===== config.mk =====
export PLATFORM = sky130hd
export DESIGN_NAME = fetch_sequencer_flat
export DESIGN_NICKNAME = d
export VERILOG_FILES = /design/src/rtl/fetch_sequencer_if.sv /design/src/rtl/fetch_sequencer.sv /design/src/flat_wrapper.sv
export SDC_FILE = /design/constraint.sdc
export NUM_CORES = 1
export LEC_CHECK = 0
export ABC_AREA = 1
export CAP_MARGIN = 20
export CORE_MARGIN = 4
export CORE_UTILIZATION = 35
export CTS_CLUSTER_SIZE = 25
export DETAILED_ROUTE_END_ITERATION = 12
export GPL_ROUTABILITY_DRIVEN = 0
export PLACE_DENSITY = 0.71
export SYNTH_ARGS = -nofsm -noshare
export SYNTH_HDL_FRONTEND = slang
export SYNTH_SLANG_ARGS = --single-unit

===== constraint.sdc =====
create_clock -name clk -period 5.8 [get_ports clk]
set_input_delay 0.87 -clock clk [delete_from_list [all_inputs] [get_ports clk]]
set_output_delay 0.87 -clock clk [all_outputs]
set_load 0.005 [all_outputs]

===== src/rtl/fetch_sequencer_if.sv =====
// Instruction-memory fetch bus between fetch_sequencer (master) and imem (slave).
//  req   : fetch request, held until ack
//  addr  : fetch address, stable while req
//  ack   : transfer completes on an edge with req & ack
//  rdata : instruction word, valid with ack
//  err   : bus error, valid with ack
interface fetch_sequencer_if;
  logic        req;
  logic [31:0] addr;
  logic        ack;
  logic [31:0] rdata;
  logic        err;

  modport master (output req, addr, input  ack, rdata, err);
  modport slave  (input  req, addr, output ack, rdata, err);
endinterface


===== src/rtl/fetch_sequencer.sv =====
// fetch_sequencer: instruction-fetch control.
//  Computes pc_next for program_counter, runs the imem req/ack handshake,
//  buffers one fetched word for decode, applies redirects, squashes stale
//  fetches and vectors faults to TRAP_VECTOR.
// Ports:
//  clk, reset        falling-edge clock, synchronous active-high reset
//  pc_cur / pc_next  program_counter output / combinational next PC
//  imem              fetch bus (master side)
//  redirect_*        taken branch/jump and its target
//  stall,instr_ready decode back-pressure
//  instr_*           buffered word to decode
//  fault_*           registered one-cycle fault pulse; cause/pc sticky
module fetch_sequencer #(
  parameter logic [31:0] RESET_VECTOR = 32'h0000_0000,
  parameter logic [31:0] TRAP_VECTOR  = 32'h0000_0100
) (
  input  logic                     clk,
  input  logic                     reset,
  input  logic [31:0]              pc_cur,
  output logic [31:0]              pc_next,
  fetch_sequencer_if.master        imem,
  input  logic                     redirect_valid,
  input  logic [31:0]              redirect_target,
  input  logic                     stall,
  input  logic                     instr_ready,
  output logic                     instr_valid,
  output logic [31:0]              instr,
  output logic [31:0]              instr_pc,
  output logic                     fault_valid,
  output logic [1:0]               fault_cause,
  output logic [31:0]              fault_pc
);

  typedef enum logic [1:0] {BOOT, FETCH, DELIVER} state_e;

  state_e      state_q, state_d;
  logic        kill_q, kill_d;
  logic [31:0] fetch_addr_q, fetch_addr_d;
  logic [31:0] instr_q, instr_d;
  logic [31:0] instr_pc_q, instr_pc_d;
  logic        fault_valid_q, fault_valid_d;
  logic [1:0]  fault_cause_q, fault_cause_d;
  logic [31:0] fault_pc_q, fault_pc_d;

  // Misaligned redirect targets are vectored to the trap handler.
  logic        redir_bad;
  logic [31:0] redir_pc;
  assign redir_bad = |redirect_target[1:0];
  assign redir_pc  = redir_bad ? TRAP_VECTOR : redirect_target;

  always_comb begin
    state_d       = state_q;
    kill_d        = kill_q;
    fetch_addr_d  = fetch_addr_q;
    instr_d       = instr_q;
    instr_pc_d    = instr_pc_q;
    fault_valid_d = 1'b0;
    fault_cause_d = fault_cause_q;
    fault_pc_d    = fault_pc_q;
    pc_next       = pc_cur;

    case (state_q)
      BOOT: begin
        pc_next      = RESET_VECTOR;
        fetch_addr_d = RESET_VECTOR;
        state_d      = FETCH;
      end
      FETCH: begin
        if (redirect_valid) begin
          pc_next = redir_pc;
          if (redir_bad) begin
            fault_valid_d = 1'b1;
            fault_cause_d = 2'b10;
            fault_pc_d    = redirect_target;
          end
          // Without ack the request must complete at its old address, so
          // remember to discard it; with ack it is dropped right now.
          if (imem.ack) begin
            kill_d       = 1'b0;
            fetch_addr_d = redir_pc;
          end else begin
            kill_d = 1'b1;
          end
        end else if (imem.ack) begin
          if (kill_q) begin
            // pc_cur already holds the redirected PC; reissue there.
            kill_d       = 1'b0;
            fetch_addr_d = pc_cur;
          end else if (imem.err) begin
            pc_next       = TRAP_VECTOR;
            fetch_addr_d  = TRAP_VECTOR;
            fault_valid_d = 1'b1;
            fault_cause_d = 2'b01;
            fault_pc_d    = fetch_addr_q;
          end else begin
            pc_next    = fetch_addr_q + 32'd4;
            instr_d    = imem.rdata;
            instr_pc_d = fetch_addr_q;
            state_d    = DELIVER;
          end
        end
      end
      DELIVER: begin
        if (redirect_valid) begin
          pc_next      = redir_pc;
          fetch_addr_d = redir_pc;
          state_d      = FETCH;
          if (redir_bad) begin
            fault_valid_d = 1'b1;
            fault_cause_d = 2'b10;
            fault_pc_d    = redirect_target;
          end
        end else if (instr_ready && !stall) begin
          fetch_addr_d = pc_cur;
          state_d      = FETCH;
        end
      end
      default: state_d = BOOT;
    endcase
  end

  always_ff @(negedge clk) begin
    if (reset) begin
      state_q       <= BOOT;
      kill_q        <= 1'b0;
      fetch_addr_q  <= RESET_VECTOR;
      instr_q       <= '0;
      instr_pc_q    <= '0;
      fault_valid_q <= 1'b0;
      fault_cause_q <= '0;
      fault_pc_q    <= '0;
    end else begin
      state_q       <= state_d;
      kill_q        <= kill_d;
      fetch_addr_q  <= fetch_addr_d;
      instr_q       <= instr_d;
      instr_pc_q    <= instr_pc_d;
      fault_valid_q <= fault_valid_d;
      fault_cause_q <= fault_cause_d;
      fault_pc_q    <= fault_pc_d;
    end
  end

  assign imem.req    = (state_q == FETCH);
  assign imem.addr   = fetch_addr_q;
  assign instr_valid = (state_q == DELIVER);
  assign instr       = instr_q;
  assign instr_pc    = instr_pc_q;
  assign fault_valid = fault_valid_q;
  assign fault_cause = fault_cause_q;
  assign fault_pc    = fault_pc_q;

endmodule


===== src/flat_wrapper.sv =====
// flat-port wrapper written by rule: the top's interface ports become plain ports
module fetch_sequencer_flat 
#(
  parameter logic [31:0] RESET_VECTOR = 32'h0000_0000,
  parameter logic [31:0] TRAP_VECTOR  = 32'h0000_0100
)
  (clk, reset, pc_cur, pc_next, redirect_valid, redirect_target, stall, instr_ready, instr_valid, instr, instr_pc, fault_valid, fault_cause, fault_pc, imem_req, imem_addr, imem_ack, imem_rdata, imem_err);
  fetch_sequencer_if imem_i ();
  input  logic clk;
  input  logic reset;
  input  logic [31:0] pc_cur;
  output logic [31:0] pc_next;
  input  logic redirect_valid;
  input  logic [31:0] redirect_target;
  input  logic stall;
  input  logic instr_ready;
  output logic instr_valid;
  output logic [31:0] instr;
  output logic [31:0] instr_pc;
  output logic fault_valid;
  output logic [1:0] fault_cause;
  output logic [31:0] fault_pc;
  output wire logic [$bits(imem_i.req)-1:0] imem_req;
  output wire logic [$bits(imem_i.addr)-1:0] imem_addr;
  input wire logic [$bits(imem_i.ack)-1:0] imem_ack;
  input wire logic [$bits(imem_i.rdata)-1:0] imem_rdata;
  input wire logic [$bits(imem_i.err)-1:0] imem_err;
  assign imem_req = imem_i.req;
  assign imem_addr = imem_i.addr;
  assign imem_i.ack = imem_ack;
  assign imem_i.rdata = imem_rdata;
  assign imem_i.err = imem_err;
  fetch_sequencer #(.RESET_VECTOR(RESET_VECTOR), .TRAP_VECTOR(TRAP_VECTOR)) u_core (.clk(clk), .reset(reset), .pc_cur(pc_cur), .pc_next(pc_next), .imem(imem_i), .redirect_valid(redirect_valid), .redirect_target(redirect_target), .stall(stall), .instr_ready(instr_ready), .instr_valid(instr_valid), .instr(instr), .instr_pc(instr_pc), .fault_valid(fault_valid), .fault_cause(fault_cause), .fault_pc(fault_pc));
endmodule

* Word level (Yosys, flattened, before mapping) *
Index checks and enable logic that the tools add are counted.
W data, S select, Z words.

operators by class
  $add $sub $neg = 1
  equal/unequal tests = 12
  mux-type cells = 46
  bitwise gates (word level) = 3
  reduce and logical (&&, ||, !) cells = 12

operator list
  kind                     number
  $mux W32                 19
  $pmux W32 S3             2
  $pmux W32 S2             1
  $add A32 B3 Y32 const B  1
  $mux W2                  12
  $reduce_and A5 Y1        3
  $mux W1                  9
  $ne A3 B2 Y1 const B     3
  $ne A2 B2 Y1 const B     4
  $pmux W2 S3              1
  $ne A4 B2 Y1 const B     1
  $pmux W2 S2              1
  $reduce_and A4 Y1        1
  $reduce_bool A2 Y1       2
  $ne A3 B3 Y1 const B     1
  $not A1 Y1               3
  $reduce_bool A3 Y1       1
  $eq A2 B1 Y1 const B     1
  $eq A2 B2 Y1 const B     1
  $logic_not A2 Y1         1
  $ne A2 B1 Y1 const B     1
  $pmux W1 S2              1
  $reduce_and A2 Y1        1
  $reduce_or A2 Y1         1
  other kinds (2)          2

storage, ports and cells
  register bits after elaboration = 134
  output and inout bits = 165

* Longest topological paths before layout *
Gate-level depths: netlist of the first run.

  depth in word-level cells = 6
  gate-level depth with buffers = 11
  gate-level depth less buffers = 11

==> metrics.csv, run 1 <==
metric;value;unit
status;complete, but fails checks;
violated checks;negative setup slack;
sw frac;41.5;%
sequential power share;25.6;%
Via density;5.44;
Ant. Diodes;0;
total CTS buffers;17;
RSZ-0062 raised after global routing;yes;
vias in the first global route;10900;
clock-pin slew on the worst setup and hold paths;0.04;ns
GRT Total Usage;29.8;%
endpoint class of the critical path;output pin;
max cap viols;0;
core area;22000;um2
Mapped Nets;1409;
Comb pwr share;42.6;%
Final nets;1884;
worst-margin pin slew;0.534;ns
layout cells sized above 1;19.4;%
P_leak;5.81;nW
pwr/cell area;354;nW/um2
class of the worst hold path;flip-flop to flip-flop;
initial core utilization;35.7;%
pre-CTS setup slack;-0.205;ns
Ports;268;
CTS H-Tree Depth;4;
Setup CP Type;flip-flop to output pin;
die span in y;158;um
Post-synth top flop;dfxtp_1;
Longest Clk Path Bufs;2;
Die X-Extent;158;um
P_int;2.73;mW
Psw;1.94;mW
total grt overflow;0;
Async S/R FF share, synth;0;%
DRC viols;0;
non-filler cells, final;2068;
setup violators final;24;
Vias;11300;
first-pass GRT wire length;57300;um
clk sinks;134;
startpoint types;flip-flop;
die area;24900;um2
Synth cell types;38;
initial antenna violation count;0;
crit-path max FO;6;
total power;4.67;mW
Clock power frac;31.8;%
Max Slew Vio Count;0;
hpwl dp;27100;um
syn avg cell area;6.03;um2
Setup Skew;0.0202;ns
Peak supply drop;0.256;mV
Syn-to-layout area delta;68.2;%
Ys Warns;0;
Antenna Violating Nets Remaining;0;
Final Hold Viols;0;
Crit path arrival time;5.21;ns
worst hold slack;0.454;ns
largest net degree at the start of global routing;90;
std cell rows;54;
register area share after synthesis;34.2;%
Inst Count DP;1879;
CTS root buffer;clkbuf_16;
initial drt markers;1165;
Clock Latency Late Sink;0.47;ns
Cells after Synth;1301;
IO Port Bufs;267;
CTS tree;done;
setup slack after layout;-0.284;ns
Critical Path RT;4.93;ns
final wirelength;39100;um
Post-synth EDFFs;0;
DR WL/cell;18.9;um
#FFs+latches synth;134;
Slew HR;64.4;%
Pre-antenna DRT Iters;8;
synthesized area;7840;um2
stage by stage:
step	instance area [um2]	setup TNS, ns	utilization (%)
detailed placement	11400	-2.08	52.0
finish	13200	-3.61	60.1
global placement	11400	-1.13	52.0
floorplan	7840	0	-
CTS	12900	-2.79	58.8
global route	13200	-6.05	60.1
final cells by class:
cell class              instances  area, um2
multi-input cells            1007       5000
clock inverters               148        652
clock buffers                  17        425
repair buffers                405       3760
fillers                      1945       8770
flip-flops and latches        134       2700
well taps                     280        350
inverters                      77        297
registers in the layout, summed over array words and instances (netlist names):
signal and cells:
u_core.fault_pc 32, u_core.imem.addr 32, u_core.fault_valid 1, u_core.instr 32, u_core.kill_q 1, u_core.fault_cause 2, u_core.instr_pc 32, u_core.state_q 2
worst max-delay path, stage by stage (launching register included):
cell      delay [ns]
dfxtp_4         0.36
buf_6           0.10
nand2_4         0.05
nor2_4          0.19
buf_4           0.16
buf_6           0.09
nand3_4         0.08
a21oi_2         0.17
o211ai_1        0.15
o21ai_1         0.11
nand2_1         0.10
a21oi_2         0.16
buf_2           0.13
cell usage in the layout (no fill, tap or decap), types with 10 or more instances in the layout:
cell and n:
nand2_1 302, nor2_1 252, clkdlybuf4s50_1 234, inv_1 195, a21oi_1 163, dfxtp_1 123
buf_4 111, o21ai_0 87, nand3_1 29, buf_2 27, a21oi_2 26, nand2_2 21
nor2_4 20, o21ai_1 17, clkbuf_16 17, buf_6 16, nor2_2 13, inv_2 11
nand3_2 11, nand4_1 10, buf_12 10
cell usage after synthesis, drive strengths merged (3+ instances only):
cell type	n	area, um2
buf	42	253
o22ai	5	31.3
ha	5	62.6
nor2	285	1110
a21oi	190	955
a31oi	9	56.3
o21ai	108	541
clkbuf	40	150
a211oi	3	22.5
nand2	331	1250
o211ai	4	35.0
nand3	44	235
inv	76	288
nor3	3	15.0
nand4	11	75.1
dfxtp	134	2680
routing by layer:
metal / vias up / global-route usage [%] / wire length [um]
li1: 5171 / - / -
met1: 5081 / 32.4 / 13800
met2: 801 / 45.9 / 17400
met3: 206 / 13.2 / 5110
met4: 0 / 21.6 / 2820
met5: - / 0 / 0
logic make-up (layout without fill, tap and decap cells):
group           Yosys count  after routing  synth area share [%]
simple gates            676            676                  34.4
xor+xnor                  1              1                 0.112
flops                   134            134                  34.2
compound gates          325            325                  21.6
buf+inv                 160            647                  8.91
fa+ha+maj                 5              5                 0.798
power groups by stage:
stage	combinational, mW	sequential [mW]	clock (mW)
global route	2.15	1.21	1.61
floorplan	0.902	1.20	0.141
global placement	1.92	1.19	0.141
detailed placement	1.94	1.20	0.141
CTS	1.94	1.19	1.51
finish	1.99	1.20	1.48
what timing repair did:
action                     CTS  global route
gates resized for setup    238            72
cloned                       1             0
setup endpoints to repair   32            32
hold buffers                 0             0
pin swaps                   68            49
setup buffers               17            11
final timing paths:
path / slack, ns / cells after the start / from / to
max: -0.28 / 12 / u_core.imem.addr[3] / pc_next[11]
min: 0.45 / 2 / u_core.fault_pc[13] / u_core.fault_pc[13]
min reg2reg: 0.45 / 2 / u_core.fault_pc[13] / u_core.fault_pc[13]
max reg2reg: 3.57 / 11 / u_core.state_q[0] / u_core.fault_pc[3]
(Power assumes the default switching activity.)
==> run 2, diff against run 1 <==
CAP_MARGIN = unset   (was 20)
==> results of run 2 <==
Final layout, timing and power as in run 1 (identical DEF).
==> run 3, diff against run 2 <==
ABC_CLOCK_PERIOD_IN_PS = 5800   (was unset)
CTS_CLUSTER_SIZE = 12   (was 25)
==> results of run 3 <==
Final layout, timing and power as in run 1 (identical DEF).
